==> src/rtl/ctrl_pipe.sv <==
// Control-bit pipeline ID->EX->MEM->WB with load-use bubble insertion, branch squash and HALT drain.
// Optional bubble counters are built only when CTRL_PIPE_PERF_EN is defined.
`timescale 1ns/1ps
module ctrl_pipe #(
  parameter int RA_W  = 5,
  parameter int CNT_W = 16
) (
  input  logic            clk,
  input  logic            rst_n,
  input  logic            id_ALUSrc,
  input  logic            id_MemtoReg,
  input  logic            id_RegWrite,
  input  logic            id_MemRead,
  input  logic            id_MemWrite,
  input  logic            id_Branch,
  input  logic            id_JalrSel,
  input  logic            id_JmpSel,
  input  logic            id_halt,
  input  logic [1:0]      id_ALUOp,
  input  logic [RA_W-1:0] id_rd,
  input  logic [RA_W-1:0] id_rs1,
  input  logic [RA_W-1:0] id_rs2,
  input  logic            flush,
  output logic            ex_ALUSrc,
  output logic            ex_Branch,
  output logic            ex_JalrSel,
  output logic            ex_JmpSel,
  output logic [1:0]      ex_ALUOp,
  output logic            mem_MemRead,
  output logic            mem_MemWrite,
  output logic            wb_RegWrite,
  output logic            wb_MemtoReg,
  output logic [RA_W-1:0] ex_rd,
  output logic [RA_W-1:0] mem_rd,
  output logic [RA_W-1:0] wb_rd,
  output logic            stall,
  output logic            pc_hold,
  output logic            halted
`ifdef CTRL_PIPE_PERF_EN
  ,
  output logic [CNT_W-1:0] stall_cnt,
  output logic [CNT_W-1:0] flush_cnt
`endif
);

  // EX stage registers
  logic            alu_src_p0;
  logic [1:0]      alu_op_p0;
  logic            branch_p0;
  logic            jalr_sel_p0;
  logic            jmp_sel_p0;
  logic            mem_read_p0;
  logic            mem_write_p0;
  logic            reg_write_p0;
  logic            memto_reg_p0;
  logic            halt_p0;
  logic [RA_W-1:0] rd_p0;

  // MEM stage registers
  logic            mem_read_p1;
  logic            mem_write_p1;
  logic            reg_write_p1;
  logic            memto_reg_p1;
  logic            halt_p1;
  logic [RA_W-1:0] rd_p1;

  // WB stage registers
  logic            reg_write_p2;
  logic            memto_reg_p2;
  logic            halt_p2;
  logic [RA_W-1:0] rd_p2;

  logic            halted_q;
  logic            hazard;
  logic            bubble;

  // Load in EX whose destination is a source of the ID instruction; x0 is never a real dependency.
  assign hazard  = mem_read_p0 & (rd_p0 != '0) & ((rd_p0 == id_rs1) | (rd_p0 == id_rs2));
  assign stall   = hazard & ~flush;
  assign pc_hold = halt_p0 | halt_p1 | halt_p2 | halted_q;
  assign bubble  = flush | stall | pc_hold;

  // ID -> EX
  always_ff @(posedge clk or negedge rst_n) begin
    if (!rst_n) begin
      alu_src_p0   <= 1'b0;
      alu_op_p0    <= 2'b00;
      branch_p0    <= 1'b0;
      jalr_sel_p0  <= 1'b0;
      jmp_sel_p0   <= 1'b0;
      mem_read_p0  <= 1'b0;
      mem_write_p0 <= 1'b0;
      reg_write_p0 <= 1'b0;
      memto_reg_p0 <= 1'b0;
      halt_p0      <= 1'b0;
      rd_p0        <= '0;
    end else if (bubble) begin
      alu_src_p0   <= 1'b0;
      alu_op_p0    <= 2'b00;
      branch_p0    <= 1'b0;
      jalr_sel_p0  <= 1'b0;
      jmp_sel_p0   <= 1'b0;
      mem_read_p0  <= 1'b0;
      mem_write_p0 <= 1'b0;
      reg_write_p0 <= 1'b0;
      memto_reg_p0 <= 1'b0;
      halt_p0      <= 1'b0;
      rd_p0        <= '0;
    end else begin
      alu_src_p0   <= id_ALUSrc;
      alu_op_p0    <= id_ALUOp;
      branch_p0    <= id_Branch;
      jalr_sel_p0  <= id_JalrSel;
      jmp_sel_p0   <= id_JmpSel;
      mem_read_p0  <= id_MemRead;
      mem_write_p0 <= id_MemWrite;
      reg_write_p0 <= id_RegWrite;
      memto_reg_p0 <= id_MemtoReg;
      halt_p0      <= id_halt;
      rd_p0        <= id_rd;
    end
  end

  // EX -> MEM
  always_ff @(posedge clk or negedge rst_n) begin
    if (!rst_n) begin
      mem_read_p1  <= 1'b0;
      mem_write_p1 <= 1'b0;
      reg_write_p1 <= 1'b0;
      memto_reg_p1 <= 1'b0;
      halt_p1      <= 1'b0;
      rd_p1        <= '0;
    end else begin
      mem_read_p1  <= mem_read_p0;
      mem_write_p1 <= mem_write_p0;
      reg_write_p1 <= reg_write_p0;
      memto_reg_p1 <= memto_reg_p0;
      halt_p1      <= halt_p0;
      rd_p1        <= rd_p0;
    end
  end

  // MEM -> WB; halted latches on the same edge that moves HALT into WB
  always_ff @(posedge clk or negedge rst_n) begin
    if (!rst_n) begin
      reg_write_p2 <= 1'b0;
      memto_reg_p2 <= 1'b0;
      halt_p2      <= 1'b0;
      rd_p2        <= '0;
      halted_q     <= 1'b0;
    end else begin
      reg_write_p2 <= reg_write_p1;
      memto_reg_p2 <= memto_reg_p1;
      halt_p2      <= halt_p1;
      rd_p2        <= rd_p1;
      halted_q     <= halted_q | halt_p1;
    end
  end

  assign ex_ALUSrc    = alu_src_p0;
  assign ex_ALUOp     = alu_op_p0;
  assign ex_Branch    = branch_p0;
  assign ex_JalrSel   = jalr_sel_p0;
  assign ex_JmpSel    = jmp_sel_p0;
  assign ex_rd        = rd_p0;
  assign mem_MemRead  = mem_read_p1;
  assign mem_MemWrite = mem_write_p1;
  assign mem_rd       = rd_p1;
  assign wb_RegWrite  = reg_write_p2;
  assign wb_MemtoReg  = memto_reg_p2;
  assign wb_rd        = rd_p2;
  assign halted       = halted_q;

`ifdef CTRL_PIPE_PERF_EN
  function automatic logic [CNT_W-1:0] sat_inc(input logic [CNT_W-1:0] v);
    logic [CNT_W-1:0] one;
    one = '0;
    one[0] = 1'b1;
    return (&v) ? v : v + one;
  endfunction

  logic [CNT_W-1:0] stall_cnt_q;
  logic [CNT_W-1:0] flush_cnt_q;

  // Counters freeze once the core has halted so the final values can be read out.
  always_ff @(posedge clk or negedge rst_n) begin
    if (!rst_n) begin
      stall_cnt_q <= '0;
      flush_cnt_q <= '0;
    end else if (!halted_q) begin
      if (stall) stall_cnt_q <= sat_inc(stall_cnt_q);
      if (flush) flush_cnt_q <= sat_inc(flush_cnt_q);
    end
  end

  assign stall_cnt = stall_cnt_q;
  assign flush_cnt = flush_cnt_q;
`endif

endmodule

==> config.mk <==
export PLATFORM = sky130hd
export DESIGN_NAME = ctrl_pipe
export DESIGN_NICKNAME = d
export VERILOG_FILES = /design/src/rtl/ctrl_pipe.sv
export SDC_FILE = /design/constraint.sdc
export NUM_CORES = 1
export LEC_CHECK = 0
export CORE_ASPECT_RATIO = 0.5
export CORE_MARGIN = 8
export CORE_UTILIZATION = 37
export DETAILED_ROUTE_END_ITERATION = 10
export PLACE_DENSITY_LB_ADDON = 0.08
export SYNTH_ARGS = -nofsm -noshare
export SYNTH_HDL_FRONTEND = slang
export SYNTH_SLANG_ARGS = --single-unit
==> constraint.sdc <==
create_clock -name clk -period 1.7 [get_ports clk]
set_clock_uncertainty 0.1 [all_clocks]
set_input_delay 0.255 -clock clk [delete_from_list [all_inputs] [get_ports clk]]
set_output_delay 0.255 -clock clk [all_outputs]
set_load 0.01 [all_outputs]
==> flow_summary.yaml, run 1 <==
cells_and_area:
  nets: 194
  multiInputGateArea_um2: 407
  utilization: 0.615
  n_antenna_cell: 0
  ff_latch_area_um2: 878
  design_area_mm2: 0.00210
  area_delta_synth_final_pct: 59.3
  drive_above_1_share: 0.241
  fill_cells: 279
synth:
  muxShareOfSynthArea: 0
  synthAdderAreaFrac: 0
  yosys.area_share.xor_xnor: 0.0664
  synth_cell_types: 18
  seq_area_frac_synth: 0.664
  yosysTopAreaCell: "dfrtp_1"
  netlist_instances: 92
  yosysTopAreaCellShare: 0.664
  synth_area_mm2: 0.00132
  synthTopCellsByArea: "dfrtp_1, nand3b_1, a21oi_2, xnor2_1, a21oi_1"
  ys_ff_latch: 35
  syn-num-nets: 121
  synth.avg_cell_area_um2: 14.3
  synth_top_family_by_area: "simple AND/OR/NAND/NOR gates"
  synth_simple_gate_area_share: 0.129
  ys_warn_count: 0
  synth-compound-area-share: 0.110
clock_network:
  cts_made_buffers: 5
  root_buffer: "clkbuf_8"
  cts_tree: "done"
  clock-sinks: 35
  cts-htree-levels: 2
  clock_path_buffers: 2
  path_clk_slew_ns: 0.07
  clkLatencyLatePin_ns: 0.28
sta:
  drv_slew: 0
  setup_viol: 2
  final-hold-violation-count: 0
  finalCritPeriodShare: 1.20
  maxSlewHeadroom: 0.619
  fin_crit_ns: 2.04
  rsz0062_at_grt: "true"
  max_freq_mhz: 490
  worst_slack_ns: -0.341
  worstMarginPinSlew_ns: 0.572
  fin_hold_ws_ns: 0.248
setup_path:
  cp.arrival_ns: 1.69
  crit_chain: "or4_4 > o21a_4 > and3b_1 > buf_2"
  max_stage_delay_ns: 0.54
  cp-end-kind: "primary output"
  cp_top_family: "simple AND/OR/NAND/NOR gates"
  cp_slowest_cell: "or4_4"
  crit_required_ns: 1.34
  cp_max_fo: 2
  cp.buffers_inverters: 1
  critPathKind: "reg -> out"
  start_kind: "register"
pwr:
  p_per_area_mw_per_mm2: 862
  ir_drop_v: 0.000360
  leakage_nw: 0.958
run:
  maxCapViolations: 0
die:
  core_area_mm2: 0.00342
  die_h_um: 58.2
  num_rows: 15
  ios: 57
  fp.dieW_um: 100
  initial_core_util: 0.386
  dieArea_mm2: 0.00585
placement:
  dpl_cell_area_mm2: 0.00199
  hpwl_mm: 2.30
  io_buffers: 56
  place_congestion: 0.714
  pre_cts_ws_ns: -0.545
route:
  postRouteAntennaNets: 0
  avgViaCountPerCell: 4.40
  wl_mm: 3.15
  firstDrtPassIters: 4
  via_count: 954
  drt_iter0_drc: 34
  wire_per_inst_um: 14.5
  drcViolationCount: 0
run_status:
  outcome: "complete, but fails checks"
  violations: "negative setup slack"
global_routing:
  grt_max_degree: 25
  overflow: 0
  grt_pass1_vias: 1002
  grt_use_total: 0.116
  grt_antenna_before_repair: 0
  grt_first_pass_wirelength_mm: 5.15
worst_hold_path:
  hp-class: "reg -> reg"
-- through the flow --
step	power [W]	instances	setup TNS [ns]
2_1_floorplan	0.00104	92	-0.0559
3_3_place_gp	0.00125	206	-2.01
3_5_place_dp	0.00125	206	-2.06
4_1_cts	0.00184	217	-0.404
5_1_grt	0.00191	217	-1.19
6_report	0.00181	217	-0.354
-- worst paths after layout --
path | slack [ns] | start | endpoint | cells after the start
min in group asynchronous | 0.40 | rst_n | wb_rd[1] | 2
worst max register to register | 0.03 | ex_rd[4] | ex_JalrSel | 6
worst max-delay path | -0.34 | ex_rd[2] | stall | 4
worst min register to register | 0.25 | memto_reg_p1 | wb_MemtoReg | 0
max in group asynchronous | 0.52 | rst_n | ex_JmpSel | 3
worst min-delay path | 0.25 | memto_reg_p1 | wb_MemtoReg | 0
-- layout make-up --
class / count / share of cell area
clock buffers: 5 / 0.0328
clock inverters: 3 / 0.00953
inverters: 1 / 0.00179
multi-input cells: 52 / 0.194
flip-flops and latches: 35 / 0.418
well taps: 51 / 0.0304
repair buffers: 70 / 0.314
-- synthesized netlist by cell type --
library cell / count
or2_1: 1
clkbuf_1: 1
buf_2: 1
dfrtp_1: 35
nand3_1: 2
o21a_4: 1
o22ai_2: 1
a21oi_2: 10
buf_4: 1
or4_1: 1
inv_1: 1
a21oi_1: 6
nand2_1: 2
and3b_1: 1
xnor2_1: 10
nand3b_1: 16
buf_12: 1
nor3_2: 1
-- where the power goes --
| group | internal (W) | total [W] | switching, W |
|---|---|---|---|
| logic | 0.000195 | 0.000340 | 0.000145 |
| clock network | 0.000284 | 0.000571 | 0.000287 |
| registers | 0.000879 | 0.000899 | 0.0000196 |
| total | 0.00136 | 0.00181 | 0.000452 |
-- worst register-to-register path, stage by stage (launching register included) --
cell and delay (ns):
dfrtp_2 0.40, buf_4 0.15, xnor2_1 0.15, nand3_1 0.11, o22ai_2 0.23, buf_4 0.30, a21oi_1 0.11
-- flip-flops by register name, summed over array words and instances, names as in the netlist, 2 cells and up --
signal,flops
ex_rd,5
mem_rd,5
wb_rd,5
ex_ALUOp,2
-- per-layer routing --
layer  vias up  share of wire  GRT usage
met3         2           0.11     0.0656
met4         0         0.0086     0.0511
met1       454           0.46      0.142
li1        460              -          -
met2        38           0.43      0.162
met5         -              0          0
-- logic make-up after synthesis --
| family | count (synthesis) |
|---|---|
| AO/OA/AOI/OAI | 18 |
| XOR/XNOR | 10 |
| buffers and inverters | 5 |
| flip-flops | 35 |
| AND/OR/NAND/NOR | 24 |
-- cells in the final DEF (no fill, tap or decap), types with 2 or more instances in the layout --
cell type and n:
nand2_1 2, dfrtp_1 33, buf_2 2, nand3b_1 16
xnor2_1 10, clkinvlp_4 2, clkbuf_8 5, dlymetal6s2s_1 3
buf_4 13, a21oi_2 10, dfrtp_2 2, a21oi_1 6
clkdlybuf4s50_1 49, nand3_1 2
-- repair_timing --
action,in CTS,in global routing
pin swaps,3,2
resized for setup,11,3
hold endpoints to repair,23,0
setup buffers,2,0
hold buffers,1,0
setup endpoints to repair,6,22
No activity file was read; power rests on OpenSTA's default activity.
==> run 2, diff against run 1 <==
- HOLD_SLACK_MARGIN: not set -> 0.08
==> results of run 2 <==
Same layout as run 1: the final DEF is identical, and so are final timing and power.
